**config.mk**
```make
export PLATFORM = sky130hd
export DESIGN_NAME = uart_alu
export DESIGN_NICKNAME = d
export VERILOG_FILES = /design/src/rtl/uart_alu.sv
export SDC_FILE = /design/constraint.sdc
export NUM_CORES = 1
export LEC_CHECK = 0
export ABC_AREA = 1
export CAP_MARGIN = 20
export CORE_UTILIZATION = 30
export DETAILED_ROUTE_END_ITERATION = 10
export DONT_BUFFER_PORTS = 1
export GPL_ROUTABILITY_DRIVEN = 1
export GPL_TIMING_DRIVEN = 0
export SLEW_MARGIN = 20
export SYNTH_ARGS = -nofsm -noshare
export SYNTH_HDL_FRONTEND = slang
export SYNTH_SLANG_ARGS = --single-unit
```
**constraint.sdc**
```tcl
create_clock -name clk_i -period 7.3 [get_ports clk_i]
set_input_delay 0.73 -clock clk_i [delete_from_list [all_inputs] [get_ports clk_i]]
set_output_delay 0.73 -clock clk_i [all_outputs]
set_load 0.05 [all_outputs]
```
**src/rtl/uart_alu.sv**
```systemverilog
// UART-attached 8-bit ALU: 8N1 receiver, opcode parser/ALU, small TX byte FIFO, 8N1 transmitter.
// Each command packet yields its response bytes on tx_o, low result byte first.
module uart_alu #(
  parameter int CLKS_PER_BIT  = 280,
  parameter int TX_FIFO_DEPTH = 4
) (
  input  logic clk_i,
  input  logic rst_i,
  input  logic rx_i,
  output logic tx_o
);
  localparam int CW = $clog2(CLKS_PER_BIT);
  localparam int AW = $clog2(TX_FIFO_DEPTH);
  localparam logic [CW-1:0] BIT_LAST  = CW'(CLKS_PER_BIT - 1);
  localparam logic [CW-1:0] HALF_LAST = CW'(CLKS_PER_BIT / 2 - 1);

  typedef enum logic [2:0] {RX_IDLE, RX_START, RX_DATA, RX_STOP, RX_WAIT} rx_state_t;
  typedef enum logic [2:0] {P_IDLE, P_GET_A, P_GET_B, P_ECHO, P_EMIT} p_state_t;
  typedef enum logic [1:0] {TX_IDLE, TX_START, TX_DATA, TX_STOP} tx_state_t;

  // ---------------- RX: synchronizer and receiver ----------------
  logic            rx_meta, rx_sync, rx_prev;
  rx_state_t       rx_state;
  logic [CW-1:0]   rx_cnt;
  logic [2:0]      rx_bit;
  logic [7:0]      rx_shift;
  logic            rx_valid;

  // NOTE: sequential state uses non-blocking assignments so every flop samples pre-edge values.
  always_ff @(posedge clk_i or posedge rst_i) begin
    if (rst_i) begin
      rx_meta <= 1'b1;
      rx_sync <= 1'b1;
      rx_prev <= 1'b1;
    end else begin
      rx_meta <= rx_i;
      rx_sync <= rx_meta;
      rx_prev <= rx_sync;
    end
  end

  always_ff @(posedge clk_i or posedge rst_i) begin
    if (rst_i) begin
      rx_state <= RX_IDLE;
      rx_cnt   <= '0;
      rx_bit   <= '0;
      rx_shift <= '0;
      rx_valid <= 1'b0;
    end else begin
      rx_valid <= 1'b0;
      case (rx_state)
        RX_IDLE: if (rx_prev && !rx_sync) begin
          rx_cnt   <= '0;
          rx_state <= RX_START;
        end
        RX_START: if (rx_cnt == HALF_LAST) begin
          rx_cnt   <= '0;
          rx_bit   <= '0;
          rx_state <= rx_sync ? RX_IDLE : RX_DATA;
        end else rx_cnt <= rx_cnt + 1'b1;
        RX_DATA: if (rx_cnt == BIT_LAST) begin
          rx_cnt   <= '0;
          rx_shift <= {rx_sync, rx_shift[7:1]};
          rx_bit   <= rx_bit + 1'b1;
          if (rx_bit == 3'd7) rx_state <= RX_STOP;
        end else rx_cnt <= rx_cnt + 1'b1;
        RX_STOP: if (rx_cnt == BIT_LAST) begin
          rx_cnt   <= '0;
          rx_valid <= rx_sync;
          // A low stop bit is a framing error: drop the byte and re-arm only once the line idles.
          rx_state <= rx_sync ? RX_IDLE : RX_WAIT;
        end else rx_cnt <= rx_cnt + 1'b1;
        RX_WAIT: if (rx_sync) rx_state <= RX_IDLE;
        default: rx_state <= RX_IDLE;
      endcase
    end
  end

  // ---------------- Parser / ALU ----------------
  p_state_t    p_state;
  logic [7:0]  opcode, op_a;
  logic [15:0] result;
  logic        emit_hi;
  logic        push;
  logic [7:0]  push_data;
  logic [7:0]  fifo_mem [TX_FIFO_DEPTH];
  logic [AW:0] wr_ptr, rd_ptr;
  logic        fifo_full, fifo_empty;

  assign fifo_empty = (wr_ptr == rd_ptr);
  assign fifo_full  = (wr_ptr[AW] != rd_ptr[AW]) && (wr_ptr[AW-1:0] == rd_ptr[AW-1:0]);

  function automatic logic is_alu_op(input logic [7:0] op);
    return (op >= 8'h01) && (op <= 8'h06);
  endfunction

  function automatic logic [15:0] alu(input logic [7:0] op, input logic [7:0] a, input logic [7:0] b);
    case (op)
      8'h01:   return {8'h00, a} + {8'h00, b};
      8'h02:   return {8'h00, a} - {8'h00, b};
      8'h03:   return {8'h00, a & b};
      8'h04:   return {8'h00, a | b};
      8'h05:   return {8'h00, a ^ b};
      8'h06:   return a * b;
      default: return 16'h0000;
    endcase
  endfunction

  // NOTE: every signal written in always_comb gets a default first, so no latch is inferred.
  always_comb begin
    push      = 1'b0;
    push_data = result[7:0];
    case (p_state)
      P_IDLE: if (rx_valid && !is_alu_op(rx_shift) && rx_shift != 8'hEC) begin
        push      = !fifo_full;
        push_data = 8'hEE;
      end
      P_ECHO: if (rx_valid) begin
        push      = !fifo_full;
        push_data = rx_shift;
      end
      P_EMIT: begin
        push      = !fifo_full;
        push_data = emit_hi ? result[15:8] : result[7:0];
      end
      default: ;
    endcase
  end

  always_ff @(posedge clk_i or posedge rst_i) begin
    if (rst_i) begin
      p_state <= P_IDLE;
      opcode  <= '0;
      op_a    <= '0;
      result  <= '0;
      emit_hi <= 1'b0;
      wr_ptr  <= '0;
    end else begin
      if (push) wr_ptr <= wr_ptr + 1'b1;
      case (p_state)
        P_IDLE: if (rx_valid) begin
          opcode <= rx_shift;
          if (is_alu_op(rx_shift))     p_state <= P_GET_A;
          else if (rx_shift == 8'hEC)  p_state <= P_ECHO;
        end
        P_GET_A: if (rx_valid) begin
          op_a    <= rx_shift;
          p_state <= P_GET_B;
        end
        P_GET_B: if (rx_valid) begin
          result  <= alu(opcode, op_a, rx_shift);
          emit_hi <= 1'b0;
          p_state <= P_EMIT;
        end
        P_ECHO: if (rx_valid) p_state <= P_IDLE;
        // Bytes arriving while stalled here are not looked at, i.e. dropped.
        P_EMIT: if (push) begin
          emit_hi <= 1'b1;
          if (emit_hi) p_state <= P_IDLE;
        end
        default: p_state <= P_IDLE;
      endcase
    end
  end

  // NOTE: FIFO storage has no reset; the cleared pointers already mark every entry invalid.
  always_ff @(posedge clk_i) begin
    if (push) fifo_mem[wr_ptr[AW-1:0]] <= push_data;
  end

  // ---------------- TX ----------------
  tx_state_t     tx_state;
  logic [CW-1:0] tx_cnt;
  logic [2:0]    tx_bit;
  logic [7:0]    tx_shift;

  always_ff @(posedge clk_i or posedge rst_i) begin
    if (rst_i) begin
      tx_state <= TX_IDLE;
      tx_cnt   <= '0;
      tx_bit   <= '0;
      tx_shift <= '0;
      rd_ptr   <= '0;
      tx_o     <= 1'b1;
    end else begin
      case (tx_state)
        TX_IDLE: begin
          tx_o <= 1'b1;
          if (!fifo_empty) begin
            tx_shift <= fifo_mem[rd_ptr[AW-1:0]];
            rd_ptr   <= rd_ptr + 1'b1;
            tx_o     <= 1'b0;
            tx_cnt   <= '0;
            tx_state <= TX_START;
          end
        end
        TX_START: if (tx_cnt == BIT_LAST) begin
          tx_cnt   <= '0;
          tx_bit   <= '0;
          tx_o     <= tx_shift[0];
          tx_state <= TX_DATA;
        end else tx_cnt <= tx_cnt + 1'b1;
        TX_DATA: if (tx_cnt == BIT_LAST) begin
          tx_cnt   <= '0;
          tx_bit   <= tx_bit + 1'b1;
          tx_shift <= {1'b0, tx_shift[7:1]};
          if (tx_bit == 3'd7) begin
            tx_o     <= 1'b1;
            tx_state <= TX_STOP;
          end else tx_o <= tx_shift[1];
        end else tx_cnt <= tx_cnt + 1'b1;
        TX_STOP: if (tx_cnt == BIT_LAST) begin
          tx_cnt <= '0;
          // Chain the next frame straight after the stop bit when more bytes are queued.
          if (!fifo_empty) begin
            tx_shift <= fifo_mem[rd_ptr[AW-1:0]];
            rd_ptr   <= rd_ptr + 1'b1;
            tx_o     <= 1'b0;
            tx_state <= TX_START;
          end else tx_state <= TX_IDLE;
        end else tx_cnt <= tx_cnt + 1'b1;
        default: tx_state <= TX_IDLE;
      endcase
    end
  end
endmodule

```
==> flow_metrics.py, run 1 <==
metrics = {
    "floorplan": {
        "die_x_um": 182,
        "die_y_um": 182,
        "row_count": 65,
        "core_um2": 31600,
        "dieArea_um2": 33000,
        "boundaryPins": 4,
        "start_util_pct": 30.6,
    },
    "synth": {
        "yosysWarnings": 0,
        "synthTopCellsByCount": "nand2_1 (332), inv_1 (212), nand3_1 (93), dfrtp_1 (88), ha_1 (77)",
        "synth_area_um2": 9690,
        "synth_fp_nets": 1367,
        "ys_top_cells_by_area": "dfrtp_1 (23%), nand2_1 (13%), ha_1 (9.9%)",
        "yosysTopAreaCellShare_pct": 22.7,
        "yosysMostFrequentCell": "nand2_1",
        "syn_inst": 1249,
        "synth_top_cell_by_area": "dfrtp_1",
        "ys_seq_elements": 124,
        "async_reset_ff_share_pct": 74.2,
        "ys_seq_area_share_pct": 33.7,
        "ys_types": 52,
        "syn_avg_cell_area_um2": 7.76,
        "synth-edff-count": 32,
        "ys.flop_type": "dfrtp_1",
    },
    "timing": {
        "finalMaxSlewViolations": 0,
        "period_minus_slack_ns": 4.60,
        "timing.final.crit_share_pct": 63.0,
        "fmax_ghz": 0.218,
        "hold_ws_ns": 0.141,
        "relSlewSlack_pct": 47.3,
        "tightest_slew_ns": 0.787,
        "finalSetupViolations": 0,
        "clock_skew_ns": 0.00759,
        "final_hold_viol_count": 0,
        "rsz0062_at_grt": "false",
        "fin_setup_tns_ns": 0,
    },
    "route": {
        "drc_errors": 0,
        "drtIter0Drc": 409,
        "dr_total_vias": 8007,
        "drt-total-wl_um": 22900,
        "ant_nets": 0,
        "vias_per_cell": 4.75,
        "wire_per_inst_um": 13.6,
        "dr.pass1.iters": 5,
    },
    "clocking": {
        "cts.repair.resized": 0,
        "cts_root_buffer": "clkbuf_16",
        "path_clk_slew_ns": 0.06,
        "holdBufCountCts": 0,
        "clock-sinks": 124,
        "h-tree-depth": 4,
        "cts_tree": "built",
        "ctsLongestPathBuffers": 2,
        "numCtsBuffers": 17,
        "insertion_delay_ns": 0.42,
        "post_cts.repair.setup_buffers": 0,
    },
    "finish": {
        "syn2layout_area_growth_pct": 11.2,
        "seq_area_um2": 3270,
        "fill_cells": 3290,
        "nets": 1387,
        "multi_input_area_um2": 5340,
        "drive_gt1_share_pct": 9.05,
        "diodes": 0,
    },
    "place": {
        "io_buffers": 0,
        "gp_congestion": 0.877,
        "dp_hpwl_um": 17400,
    },
    "job": {
        "cap_violations": 0,
    },
    "power": {
        "power_density_nw_per_um2": 155,
        "power_w": 0.00167,
        "p_leak_nw": 5.48,
        "vdd.ir_drop.worst_v": 0.000177,
    },
    "worst_setup_path": {
        "startpoint": "op_a[1]",
        "worstPathRequired_ns": 7.62,
        "crit_arrival_ns": 4.91,
        "crit_family": "adder cells",
        "cp_common_cell": "nand2_1",
        "criticalPathCategory": "reg -> reg",
        "crit_slowest_cell": "fa_1",
        "setup.worst_path.start_class": "flip-flop",
        "end_kind": "flip-flop",
        "timing.rr.start": "op_a[1]",
        "critPathMaxStageDelay_ns": 0.54,
        "critical_path.cell_chain": "clkbuf_1 -> nand2_1 -> fa_1 -> fa_1 -> inv_1 -> fa_1 -> inv_1 -> fa_1 -> inv_1 -> ha_1 -> nand2_1 -> nor2_1 -> nand3_1 -> nand3_1 -> nand2_1 -> nand3_1 -> nand2_1 -> nand2_1 -> nand2_1",
        "crit_path_max_fanout": 9,
        "path_buf_inv": 4,
    },
    "grt": {
        "grt_start_max_net_pins": 62,
        "grt_pass1_wl_um": 38400,
        "grt_pass1_vias": 7843,
        "grt_util_all_layers_pct": 14.6,
        "overflow": 0,
        "antenna_found_initial": 0,
    },
    "run_status": {
        "status": "finished, final reports clean",
    },
    "min_path": {
        "hold_path_class": "in -> async",
    },
}
==> logic make-up after synthesis <==
kind of cell | Yosys count | synth area share [%]
AND/OR/NAND/NOR | 562 | 25.8
buffers and inverters | 264 | 11.2
adder cells (fa/ha/maj) | 115 | 17.8
flip-flops | 124 | 33.7
XOR/XNOR | 15 | 1.51
AO/OA/AOI/OAI | 169 | 10.0
==> final timing paths <==
kind	endpoint	slack (ns)	cells after the start
worst max-delay path	result[14]	2.70	19
worst min-delay path	result[11]	0.14	1
worst max register to register	result[14]	2.70	19
worst min register to register	rx_sync	0.37	0
max in group asynchronous	rx_prev	6.48	2
min in group clk_i	rx_meta	0.30	0
==> stage by stage <==
step / cell area [um2] / utilization, % / instances / setup slack, ns
floorplan: 9690 / - / 1249 / 3.26
global placement: 10200 / 32.2 / 1651 / 2.70
detailed placement: 10200 / 32.3 / 1652 / 2.67
CTS: 10800 / 34.1 / 1684 / 2.66
global route: 10800 / 34.1 / 1684 / 2.35
finish: 10800 / 34.1 / 1684 / 2.70
==> per-layer routing <==
layer | GRT usage [%] | share of wire [%] | vias up
met3 | 2.79 | 4.6 | 27
met5 | 0 | 0 | -
li1 | - | - | 4019
met2 | 24.6 | 47 | 173
met1 | 18.7 | 47 | 3788
met4 | 4.44 | 1.6 | 0
==> area by class of cell <==
type,count,share of cell area (%)
flip-flops and latches,124,30.3
plain buffers,36,2.11
clock inverters,14,1.02
repair buffers,1,0.255
well taps,402,4.67
multi-input cells,861,49.5
inverters,228,8.01
clock buffers,18,4.08
==> sequential cells by signal, indices dropped and copies added, names as in the netlist <==
name and flops:
tx_bit 3, rx_sync 1, p_state 3, opcode 8, result 16, rx_meta 1
tx_state 2, tx_shift 8, wr_ptr 3, rx_prev 1, tx_cnt 9, rx_cnt 9
rd_ptr 3, rx_state 3, tx_o 1, op_a 8, rx_shift 8, fifo_mem 32
emit_hi 1, rx_bit 3, rx_valid 1
==> cell usage in the layout (no fill, tap or decap), types with 14 or more instances in the layout <==
master | netlist | layout
dfrtp_1 | 88 | 88
ha_1 | 77 | 77
a21oi_1 | 32 | 32
clkbuf_16 | 0 | 17
nand3_1 | 93 | 93
o21ai_0 | 76 | 76
clkbuf_1 | 16 | 16
nand4_1 | 18 | 18
o21ai_1 | 19 | 19
fa_1 | 38 | 38
inv_1 | 212 | 211
edfxtp_1 | 32 | 32
nor2_1 | 70 | 70
inv_2 | 14 | 14
nand2_1 | 332 | 332
==> report_power, final <==
group          internal (W)  switching, W
combinational     0.0000450     0.0000967
clock              0.000450      0.000337
sequential         0.000727     0.0000172
total               0.00122      0.000451
==> worst register-to-register path: stages, from the launching register on <==
cell and delay (ns):
dfrtp_1 0.47, clkbuf_1 0.46, nand2_1 0.15, fa_1 0.51, fa_1 0.54, inv_1 0.05
fa_1 0.53, inv_1 0.06, fa_1 0.53, inv_1 0.04, ha_1 0.34, nand2_1 0.11
nor2_1 0.16, nand3_1 0.11, nand3_1 0.08, nand2_1 0.05, nand3_1 0.07, nand2_1 0.07
nand2_1 0.07, nand2_1 0.05
Power figures use the tool's default switching activity.
==> run 2, diff against run 1 <==
==> constraint.sdc (replaced) <==
create_clock -name clk_i -period 3.68 [get_ports clk_i]
set_input_delay 0.368 -clock clk_i [delete_from_list [all_inputs] [get_ports clk_i]]
set_output_delay 0.368 -clock clk_i [all_outputs]
set_load 0.05 [all_outputs]
==> run 2 against run 1 <==
  * The flow now finishes with violations (setup timing)
  * Power grew 100%
  * Fmax grew 18%
  * Worst setup slack lost 2.9 ns
  * Clock power grew 100%
  * Global-route usage grew 0.68 points
  * Critical path depth grew 2
  * First-iteration DRC count grew 4.4%
  * Clock skew grew 0.0027 ns
  * Sequential power grew 99%
  * Critical path type unchanged
  * Highest routed layer unchanged
==> flow_metrics.py, run 2 (synthesis results as in run 1) <==
metrics = {
    "run_status": {
        "status": "finished, violations left",
        "violations": "setup timing",
    },
    "power": {
        "p_sw_share_pct": 26.4,
        "clkPwrFrac_pct": 47.4,
        "p_comb_share_pct": 8.5,
        "p_leak_nw": 5.76,
        "pwr-share-seq_pct": 44.1,
        "p_int_w": 0.00246,
        "vdd.ir_drop.worst_v": 0.000371,
        "switching_power_w": 0.000885,
        "power_density_nw_per_um2": 292,
    },
    "clocking": {
        "h-tree-depth": 4,
        "numCtsBuffers": 17,
        "clock-sinks": 124,
        "cts_root_buffer": "clkbuf_16",
        "insertion_delay_ns": 0.43,
        "cts_tree": "built",
        "ctsLongestPathBuffers": 2,
        "path_clk_slew_ns": 0.06,
    },
    "worst_setup_path": {
        "worstPathRequired_ns": 4.00,
        "rr_worst_depth": 21,
        "setup.worst_path.end": "result[15]",
        "cp.depth": 21,
        "criticalPathCategory": "reg -> reg",
        "reg2reg_slack_ns": -0.23,
        "crit_arrival_ns": 4.23,
        "path_buf_inv": 5,
        "crit_path_max_fanout": 6,
        "timing.rr.start": "rx_shift[4]",
        "crit_family": "adder cells",
        "startpoint": "rx_shift[4]",
        "cp_common_cell": "nand2_1",
        "crit_slowest_cell": "fa_1",
        "r2r-end": "result[15]",
        "critPathMaxStageDelay_ns": 0.55,
        "setup.worst_path.start_class": "flip-flop",
        "critical_path.cell_chain": "buf_6 -> nand2_1 -> inv_1 -> fa_1 -> fa_1 -> fa_1 -> inv_1 -> fa_1 -> inv_2 -> ha_4 -> nand2_4 -> inv_1 -> nand2_1 -> nand2_2 -> nand2_1 -> nand3_1 -> nand2_1 -> nand3_2 -> nand2_1 -> nand2_1 -> nand2_1",
        "end_kind": "flip-flop",
    },
    "finish": {
        "largest_register_ff_count": 32,
        "layout_commonest_cell": "nand2_1",
        "drive_gt1_share_pct": 17.9,
        "final_cell_area_um2": 11500,
        "final_cell_mix": "nand2_1 (303), inv_1 (196), nand3_1 (85), dfrtp_1 (85), o21ai_0 (72)",
        "fill_cells": 3240,
        "syn2layout_area_growth_pct": 18.2,
        "nets": 1427,
        "diodes": 0,
    },
    "grt": {
        "grt.busiest_layer": "met2",
        "grtUsageMet2_pct": 26.6,
        "grt_use_met3_pct": 3.25,
        "grt_start_max_net_pins": 58,
        "grt_util_all_layers_pct": 15.2,
        "overflow": 0,
        "met1_usage_pct": 18.6,
        "grt_pass1_wl_um": 39900,
        "antenna_found_initial": 0,
        "grt_pass1_vias": 8196,
    },
    "route": {
        "vias_per_cell": 4.70,
        "drt-total-wl_um": 23900,
        "wire_per_inst_um": 13.9,
        "drtIter0Drc": 427,
        "dr.pass1.iters": 5,
        "dr_total_vias": 8106,
        "drc_errors": 0,
        "ant_nets": 0,
    },
    "place": {
        "place_area_um2": 10300,
        "dp_hpwl_um": 17500,
        "gp_congestion": 0.895,
        "io_buffers": 0,
    },
    "floorplan": {
        "die_x_um": 182,
        "core_um2": 31600,
        "row_count": 65,
        "dieArea_um2": 33000,
        "die_y_um": 182,
        "start_util_pct": 30.6,
        "boundaryPins": 4,
    },
    "timing": {
        "finalMaxSlewViolations": 0,
        "final_hold_viol_count": 0,
        "timing.final.crit_share_pct": 106,
        "period_minus_slack_ns": 3.91,
        "relSlewSlack_pct": 46.0,
        "setup_ws_ns": -0.230,
        "tightest_slew_ns": 0.807,
        "hold_ws_ns": 0.363,
        "clock_skew_ns": 0.0103,
        "finalSetupViolations": 10,
        "fmax_ghz": 0.256,
        "rsz0062_at_grt": "true",
    },
    "job": {
        "cap_violations": 0,
    },
    "min_path": {
        "hold_path_class": "reg -> reg",
    },
}
-- run 2: changes by cell type in the layout (fill, tap and decap cells not counted), sizes merged --
cell	change
bufinv	+1
dlygate4sd3	+2
inv	-4
clkinv	+1
buf	+40
-- run 2: power groups by stage --
stage	sequential [W]	combinational (W)	clock [W]
after global routing	0.00148	0.000324	0.00166
after floorplan	0.00149	0.000232	0
after CTS	0.00148	0.000292	0.00161
after global placement	0.00150	0.000282	0
final	0.00148	0.000286	0.00159
after detailed placement	0.00150	0.000289	0
-- run 2: metrics by stage --
step | power (W) | utilization (%) | setup TNS [ns] | std cells | worst slack, ns
floorplan | 0.00173 | - | -0.000159 | 1249 | -0.000159
detailed placement | 0.00179 | 32.7 | -3.20 | 1652 | -0.342
finish | 0.00335 | 36.2 | -1.85 | 1724 | -0.230
global placement | 0.00178 | 32.6 | -40.38 | 1651 | -0.735
CTS | 0.00338 | 35.7 | -1.34 | 1715 | -0.182
global route | 0.00347 | 36.2 | -3.82 | 1724 | -0.412
-- run 2: worst min path at each step --
stage / start / end / cells after the start
finish: rx_meta / rx_sync / 0
global route: rx_meta / rx_sync / 0
CTS: rx_meta / rx_sync / 0
detailed placement: rst_i / op_a[7] / 1
global placement: rx_meta / rx_sync / 0
floorplan: rx_meta / rx_sync / 0
-- run 2: layout make-up --
| class | instances | area, um2 | share of cell area (%) |
|---|---|---|---|
| well taps | 402 | 503 | 4.39 |
| flip-flops and latches | 124 | 3270 | 28.6 |
| repair buffers | 42 | 348 | 3.04 |
| clock inverters | 12 | 114 | 0.994 |
| multi-input cells | 861 | 5610 | 49.0 |
| inverters | 228 | 863 | 7.53 |
| plain buffers | 35 | 309 | 2.70 |
| clock buffers | 20 | 437 | 3.81 |
-- run 2: worst reg2reg max path, stage by stage (launching register included) --
cell and delay, ns:
dfrtp_1 0.42, buf_6 0.16, nand2_1 0.05, inv_1 0.05, fa_1 0.55, fa_1 0.43
fa_1 0.49, inv_1 0.05, fa_1 0.51, inv_2 0.05, ha_4 0.31, nand2_4 0.07
inv_1 0.05, nand2_1 0.06, nand2_2 0.07, nand2_1 0.07, nand3_1 0.09, nand2_1 0.06
nand3_2 0.06, nand2_1 0.06, nand2_1 0.06, nand2_1 0.05
-- run 2: per-layer routing --
metal / wire length (um) / up-vias / share of wire [%]
met4: 514 / 0 / 2.1
li1: - / 4088 / -
met2: 11600 / 161 / 48
met1: 10700 / 3820 / 45
met3: 1090 / 37 / 4.5
met5: 0 / - / 0
-- run 2: repair_timing --
action                     CTS  global route
hold buffers                 2             0
pin swaps                   30            34
buffers inserted            30             9
setup endpoints to repair   11            11
hold endpoints to repair    33             0
resized for setup           58            30
==> run 3, diff against run 2 <==
--- a/config.mk
+++ b/config.mk
@@ -8,6 +8,7 @@
 export ABC_AREA = 1
 export CAP_MARGIN = 20
 export CORE_UTILIZATION = 30
+export CTS_CLUSTER_DIAMETER = 150
 export DETAILED_ROUTE_END_ITERATION = 10
 export DONT_BUFFER_PORTS = 1
 export GPL_ROUTABILITY_DRIVEN = 1
==> results of run 3 <==
Same layout as run 2: the final DEF is identical, and so are final timing and power.
